--- src/rtl/counter_uart_tx_if.sv ---
// counter_uart_tx_if: connection between the counter stage and the serial reporter.
//   value_i   - 4-bit counter value (counter -> reporter)
//   uart_tx_o - serial TX line, idles high (reporter -> outside)
//   busy_o    - high while a character sequence is on the line (reporter -> outside)
// master: counter/observer side, slave: counter_uart_tx.
interface counter_uart_tx_if;
  logic [3:0] value_i;
  logic       uart_tx_o;
  logic       busy_o;

  modport master (output value_i, input uart_tx_o, input busy_o);
  modport slave  (input value_i, output uart_tx_o, output busy_o);
endinterface

--- src/rtl/counter_uart_tx.sv ---
// counter_uart_tx: sends the 4-bit counter value as one ASCII hex character
// (8N1, LSB first) each time it changes; changes seen mid-sequence are
// coalesced into a single follow-up sequence carrying the latest value.
// Ports:
//   clock_i      - system clock, rising edge
//   reset_i      - asynchronous, active-high reset
//   bus (slave)  - value_i in; uart_tx_o, busy_o out (both registered)
// Parameter CLKS_PER_BIT (2..65535): clock cycles per UART bit.
// Optional build macro COUNTER_UART_CRLF_EN: every sequence becomes
// hex digit, CR, LF sent back-to-back with busy_o held high throughout.
module counter_uart_tx #(
  parameter int unsigned CLKS_PER_BIT = 16
) (
  input  logic               clock_i,
  input  logic               reset_i,
  counter_uart_tx_if.slave   bus
);

  localparam int unsigned BAUD_W = (CLKS_PER_BIT > 1) ? $clog2(CLKS_PER_BIT) : 1;
  localparam logic [BAUD_W-1:0] BAUD_LAST = BAUD_W'(CLKS_PER_BIT - 1);

  typedef enum logic [1:0] {IDLE, START, DATA, STOP} state_t;

  state_t            state;
  logic [3:0]        last_q;
  logic              pending_q;
  logic [7:0]        shift_q;
  logic [2:0]        bit_cnt;
  logic [BAUD_W-1:0] baud_cnt;
  logic              tx_q;
  logic              busy_q;
`ifdef COUNTER_UART_CRLF_EN
  logic [1:0]        seq_idx;
`endif

  logic       change_c;
  logic [2:0] next_bit_c;

  // Hex digit to ASCII: '0'..'9' then 'A'..'F'.
  function automatic logic [7:0] hex_ascii(input logic [3:0] v);
    return (v < 4'd10) ? (8'h30 + 8'(v)) : (8'h37 + 8'(v));
  endfunction

  assign change_c   = (bus.value_i != last_q);
  assign next_bit_c = 3'(bit_cnt + 3'd1);

  assign bus.uart_tx_o = tx_q;
  assign bus.busy_o    = busy_q;

  // Change detection, coalescing and the 8N1 framer.
  always_ff @(posedge clock_i or posedge reset_i) begin
    if (reset_i) begin
      state     <= IDLE;
      last_q    <= 4'd0;
      pending_q <= 1'b0;
      shift_q   <= 8'd0;
      bit_cnt   <= 3'd0;
      baud_cnt  <= '0;
      tx_q      <= 1'b1;
      busy_q    <= 1'b0;
`ifdef COUNTER_UART_CRLF_EN
      seq_idx   <= 2'd0;
`endif
    end else begin
      if (change_c) begin
        last_q <= bus.value_i;
      end
      // Changes during a sequence only leave a flag; IDLE re-reads last_q.
      if (change_c && (state != IDLE)) begin
        pending_q <= 1'b1;
      end

      case (state)
        IDLE: begin
          tx_q   <= 1'b1;
          busy_q <= 1'b0;
          if (change_c || pending_q) begin
            // A fresh change wins over last_q, which is only updated this edge.
            shift_q   <= hex_ascii(change_c ? bus.value_i : last_q);
            pending_q <= 1'b0;
            baud_cnt  <= '0;
            bit_cnt   <= 3'd0;
            tx_q      <= 1'b0;
            busy_q    <= 1'b1;
            state     <= START;
`ifdef COUNTER_UART_CRLF_EN
            seq_idx   <= 2'd0;
`endif
          end
        end

        START: begin
          if (baud_cnt == BAUD_LAST) begin
            baud_cnt <= '0;
            bit_cnt  <= 3'd0;
            tx_q     <= shift_q[0];
            state    <= DATA;
          end else begin
            baud_cnt <= BAUD_W'(baud_cnt + 1'b1);
          end
        end

        DATA: begin
          if (baud_cnt == BAUD_LAST) begin
            baud_cnt <= '0;
            if (bit_cnt == 3'd7) begin
              tx_q  <= 1'b1;
              state <= STOP;
            end else begin
              bit_cnt <= next_bit_c;
              tx_q    <= shift_q[next_bit_c];
            end
          end else begin
            baud_cnt <= BAUD_W'(baud_cnt + 1'b1);
          end
        end

        STOP: begin
          if (baud_cnt == BAUD_LAST) begin
            baud_cnt <= '0;
`ifdef COUNTER_UART_CRLF_EN
            if (seq_idx != 2'd2) begin
              // Chain CR then LF straight into the next start bit.
              shift_q <= (seq_idx == 2'd0) ? 8'h0D : 8'h0A;
              seq_idx <= 2'(seq_idx + 2'd1);
              tx_q    <= 1'b0;
              state   <= START;
            end else begin
              tx_q    <= 1'b1;
              busy_q  <= 1'b0;
              state   <= IDLE;
            end
`else
            tx_q   <= 1'b1;
            busy_q <= 1'b0;
            state  <= IDLE;
`endif
          end else begin
            baud_cnt <= BAUD_W'(baud_cnt + 1'b1);
          end
        end

        default: begin
          tx_q   <= 1'b1;
          busy_q <= 1'b0;
          state  <= IDLE;
        end
      endcase
    end
  end

endmodule

--- src/flat_wrapper.sv ---
// flat-port wrapper written by rule: the top's interface ports become plain ports
module counter_uart_tx_flat 
#(
  parameter int unsigned CLKS_PER_BIT = 16
)
  (clock_i, reset_i, bus_value_i, bus_uart_tx_o, bus_busy_o);
  counter_uart_tx_if bus_i ();
  input  logic clock_i;
  input  logic reset_i;
  input wire logic [$bits(bus_i.value_i)-1:0] bus_value_i;
  output wire logic [$bits(bus_i.uart_tx_o)-1:0] bus_uart_tx_o;
  output wire logic [$bits(bus_i.busy_o)-1:0] bus_busy_o;
  assign bus_i.value_i = bus_value_i;
  assign bus_uart_tx_o = bus_i.uart_tx_o;
  assign bus_busy_o = bus_i.busy_o;
  counter_uart_tx #(.CLKS_PER_BIT(CLKS_PER_BIT)) u_core (.clock_i(clock_i), .reset_i(reset_i), .bus(bus_i));
endmodule
--- config.mk ---
export PLATFORM = sky130hd
export DESIGN_NAME = counter_uart_tx_flat
export DESIGN_NICKNAME = d
export VERILOG_FILES = /design/src/rtl/counter_uart_tx_if.sv /design/src/rtl/counter_uart_tx.sv /design/src/flat_wrapper.sv
export SDC_FILE = /design/constraint.sdc
export NUM_CORES = 1
export LEC_CHECK = 0
export BUFFER_PORTS_ARGS = -buffer_cell sky130_fd_sc_hd__buf_2
export CORE_UTILIZATION = 55
export CTS_BUF_LIST = sky130_fd_sc_hd__clkbuf_8
export DETAILED_ROUTE_END_ITERATION = 16
export PLACE_DENSITY = 0.73
export SKIP_LAST_GASP = 1
export SLEW_MARGIN = 15
export SYNTH_ARGS = -nofsm -noshare
export SYNTH_HDL_FRONTEND = slang
export SYNTH_SLANG_ARGS = --single-unit
--- constraint.sdc ---
create_clock -name clock_i -period 4.91 [get_ports clock_i]
set_clock_uncertainty 0.15 [all_clocks]
set_input_delay 0.982 -clock clock_i [delete_from_list [all_inputs] [get_ports clock_i]]
set_output_delay 0.982 -clock clock_i [all_outputs]
set_load 0.01 [all_outputs]
==> flow_summary_export.csv <==
group,metric,value,unit
logic_synthesis,synth.distinct_cells,36,
worst_hold_path,hold_depth,1,
logic_synthesis,yosysSeqAreaShare,44.5,%
grt,grt_use_met3,5.15,%
die,die_w,50.5,um
power,power_leakage,0.646,nW
clock_tree,cts_tree,"yes",
die,die_area,2550,sq um
detailed_routing,post-route-drc-count,0,
detailed_routing,wl,2.01,mm
grt,grt.met1_usage,24.4,%
detailed_routing,routed_via_density,5.46,
cells_and_area,layout_commonest_cell,"dfrtp_1",
logic_synthesis,ys_seq_elements,23,
power,powerDensity,609,nW/um^2
grt,grt_busiest_layer,"met2",
timing,rsz0062_at_grt,"false",
grt,grt_pass1_vias,861,
timing,setup_viol,0,
timing,fin_setup_tns,0,ps
worst_hold_path,min-delay-start,"u_core.baud_cnt[3]",
critical_path,path_max_fanout,10,
die,num_rows,17,
power,p_total,831,uW
logic_synthesis,yosys_warnings,0,
grt,antenna_found_initial,0,
clock_tree,clk_latency,260,ps
logic_synthesis,synthesis.nets,134,
clock_tree,cts.sinks,23,
timing,min_period_over_period,48.9,%
place,place_hpwl,1.52,mm
clock_tree,cts_buffers,3,
clock_tree,root_buffer,"clkbuf_8",
detailed_routing,wl_per_cell,13.3,um
timing,relSlewSlack,43.8,%
critical_path,critical_path.top_delay_family,"compound AO/OA/AOI/OAI gates",
critical_path,setup.worst_path.end_class,"flip-flop",
critical_path,cp.arrival,2400,ps
critical_path,cp_num_buf_inv,1,
critical_path,worstSetupPathType,"in2reg",
power,peakVddDrop,0.405,mV
timing,fmax,0.417,GHz
critical_path,cp_cell_sequence,"buf_2 -> xor2_1 -> nor3_4 -> a21boi_2 -> mux2_4",
clock_tree,post_cts_buffers,0,
critical_path,r2r_end,"u_core.shift_q[1]",
critical_path,slowest_delay,550,ps
grt,gr-usage-all-layers,19.4,%
critical_path,crit_required,4910,ps
worst_hold_path,hold_path.class,"reg2reg",
run,max-cap-violations,0,
critical_path,reg2reg_from,"u_core.state[0]",
critical_path,reg2regPathDepth,4,
cells_and_area,drive_above_1_share,20.3,%
clock_tree,clkTransAtPathRegs,80,ps
detailed_routing,drt_iter0_drc,8,
cells_and_area,fin_nets,138,
place,io_buffers,7,
grt,grt_max_degree,24,
detailed_routing,dr.pass1.iters,4,
grt,gr-total-overflow,0,
outcome,status,"completed",
die,pin_count,8,
critical_path,reg2reg_slack,2750,ps
critical_path,cpMaxStageDelayCell,"a21boi_2",
cells_and_area,antennaDiodeCount,0,
timing,finalHoldViolCount,0,
die,fp.dieH,50.5,um
grt,met2_usage,30.9,%
cells_and_area,syn_to_final_growth,5.41,%
logic_synthesis,syn_inst,120,
worst_hold_path,hold_end,"u_core.baud_cnt[3]",
cells_and_area,fillers,188,
logic_synthesis,syn_area_per_cell,10.8,sq um
place,globalplace.congestion,0.781,
timing,finalMaxSlewViolations,0,
timing,worst_hold_slack,333,ps
clock_tree,cts-htree-levels,1,
grt,grt_pass1_wl,3.58,mm
logic_synthesis,netlist_area,1290,sq um
critical_path,critPathLaunchType,"input port",
detailed_routing,vias,824,
cells_and_area,layout_common_cells,"dfrtp_1 (22), inv_1 (13), nor2_1 (9), ha_1 (8)",
clock_tree,ctsResizeCount,0,
timing,fin_crit,2400,ps
cells_and_area,final_area,1370,sq um
clock_tree,cts.hold.buffers_added,0,
place,place_area,1320,sq um
timing,worst_pin_slew,841,ps
detailed_routing,ant_nets,0,
die,core-area,2210,sq um
clock_tree,clockBufferDepth,2,
die,initial_core_util,58.5,%
[through the flow]
step	utilization (%)	worst slack, ps	std cells
after detailed placement	59.6	2210	147
after CTS	61.7	2490	151
after global placement	59.6	2260	147
after global routing	61.7	2430	151
final	61.7	2510	151
after floorplan	-	2600	120
[sequential cells by signal, indices dropped and copies added, names as in the netlist]
signal and flops:
u_core.pending_q 1, u_core.bus.uart_tx_o 1, u_core.last_q 4, u_core.bus.busy_o 1, u_core.state 2, u_core.shift_q 7
u_core.baud_cnt 4, u_core.bit_cnt 3
[metal layers]
metal	share of wire, %	up-vias
met5	0	-
met2	45	9
met1	51	394
met3	2.4	5
li1	-	416
met4	1.6	0
[area by class of cell]
cell class | count | area, sq um | area share, %
Multi-Input combinational cell | 76 | 623 | 45.6
Sequential cell | 23 | 577 | 42.3
Inverter | 13 | 48.8 | 3.57
Clock buffer | 3 | 41.3 | 3.02
Timing Repair Buffer | 7 | 35.0 | 2.57
Tap cell | 28 | 35.0 | 2.57
Clock inverter | 1 | 5.00 | 0.367
[Yosys cell counts (all sizes together)]
cell	n	share of area, %
a211oi	1	0.58
buf	3	2.1
and3	1	0.48
o32a	1	0.77
a21boi	1	0.87
nor3b	1	0.58
inv	13	3.8
o31ai	1	0.97
o31a	1	0.68
a22o	1	0.68
clkbuf	5	1.4
xor2	4	2.7
a221oi	1	0.68
ha	8	7.7
dfstp	1	2.0
a21oi	4	1.5
nand2	7	2.0
a31oi	3	1.9
nand3	3	1.2
nor3	3	2.0
nand2b	1	0.48
nor2b	1	0.48
mux2i	4	3.1
xnor2	2	1.4
mux2	9	9.6
nor2	10	3.1
dfrtp	22	43
o22ai	2	0.97
mux4	1	1.7
o21ai	5	1.9
[report_power, final]
part	leakage (nW)	switching [mW]	total [mW]	internal, mW
Combinational	0.344	0.194	0.396	0.202
Sequential	0.276	0.0534	0.321	0.267
Clock	0.0255	0.0580	0.115	0.0566
[how the worst max path moves through the flow]
stage                         startpoint           endpoint  slack (ps)  cells after the start
final                     bus_value_i[3]  u_core.shift_q[1]        2510                      5
after global routing      bus_value_i[3]  u_core.shift_q[5]        2430                      5
after CTS                 bus_value_i[3]  u_core.shift_q[1]        2490                      5
after detailed placement  bus_value_i[3]  u_core.shift_q[1]        2210                      5
after global placement    bus_value_i[3]  u_core.shift_q[2]        2260                      5
after floorplan           bus_value_i[3]  u_core.shift_q[0]        2600                      6
[logic make-up after synthesis]
family                     share of synthesized area [%]
AOI/OAI and AO/OA                                   11.6
xor gates and xnor gates                            4.06
adders and majority gates                           7.73
buffers and inverters                               7.34
DFF                                                 44.5
muxes                                               14.4
and+or+nand+nor                                     10.3
No activity file was read; power rests on OpenSTA's default activity.
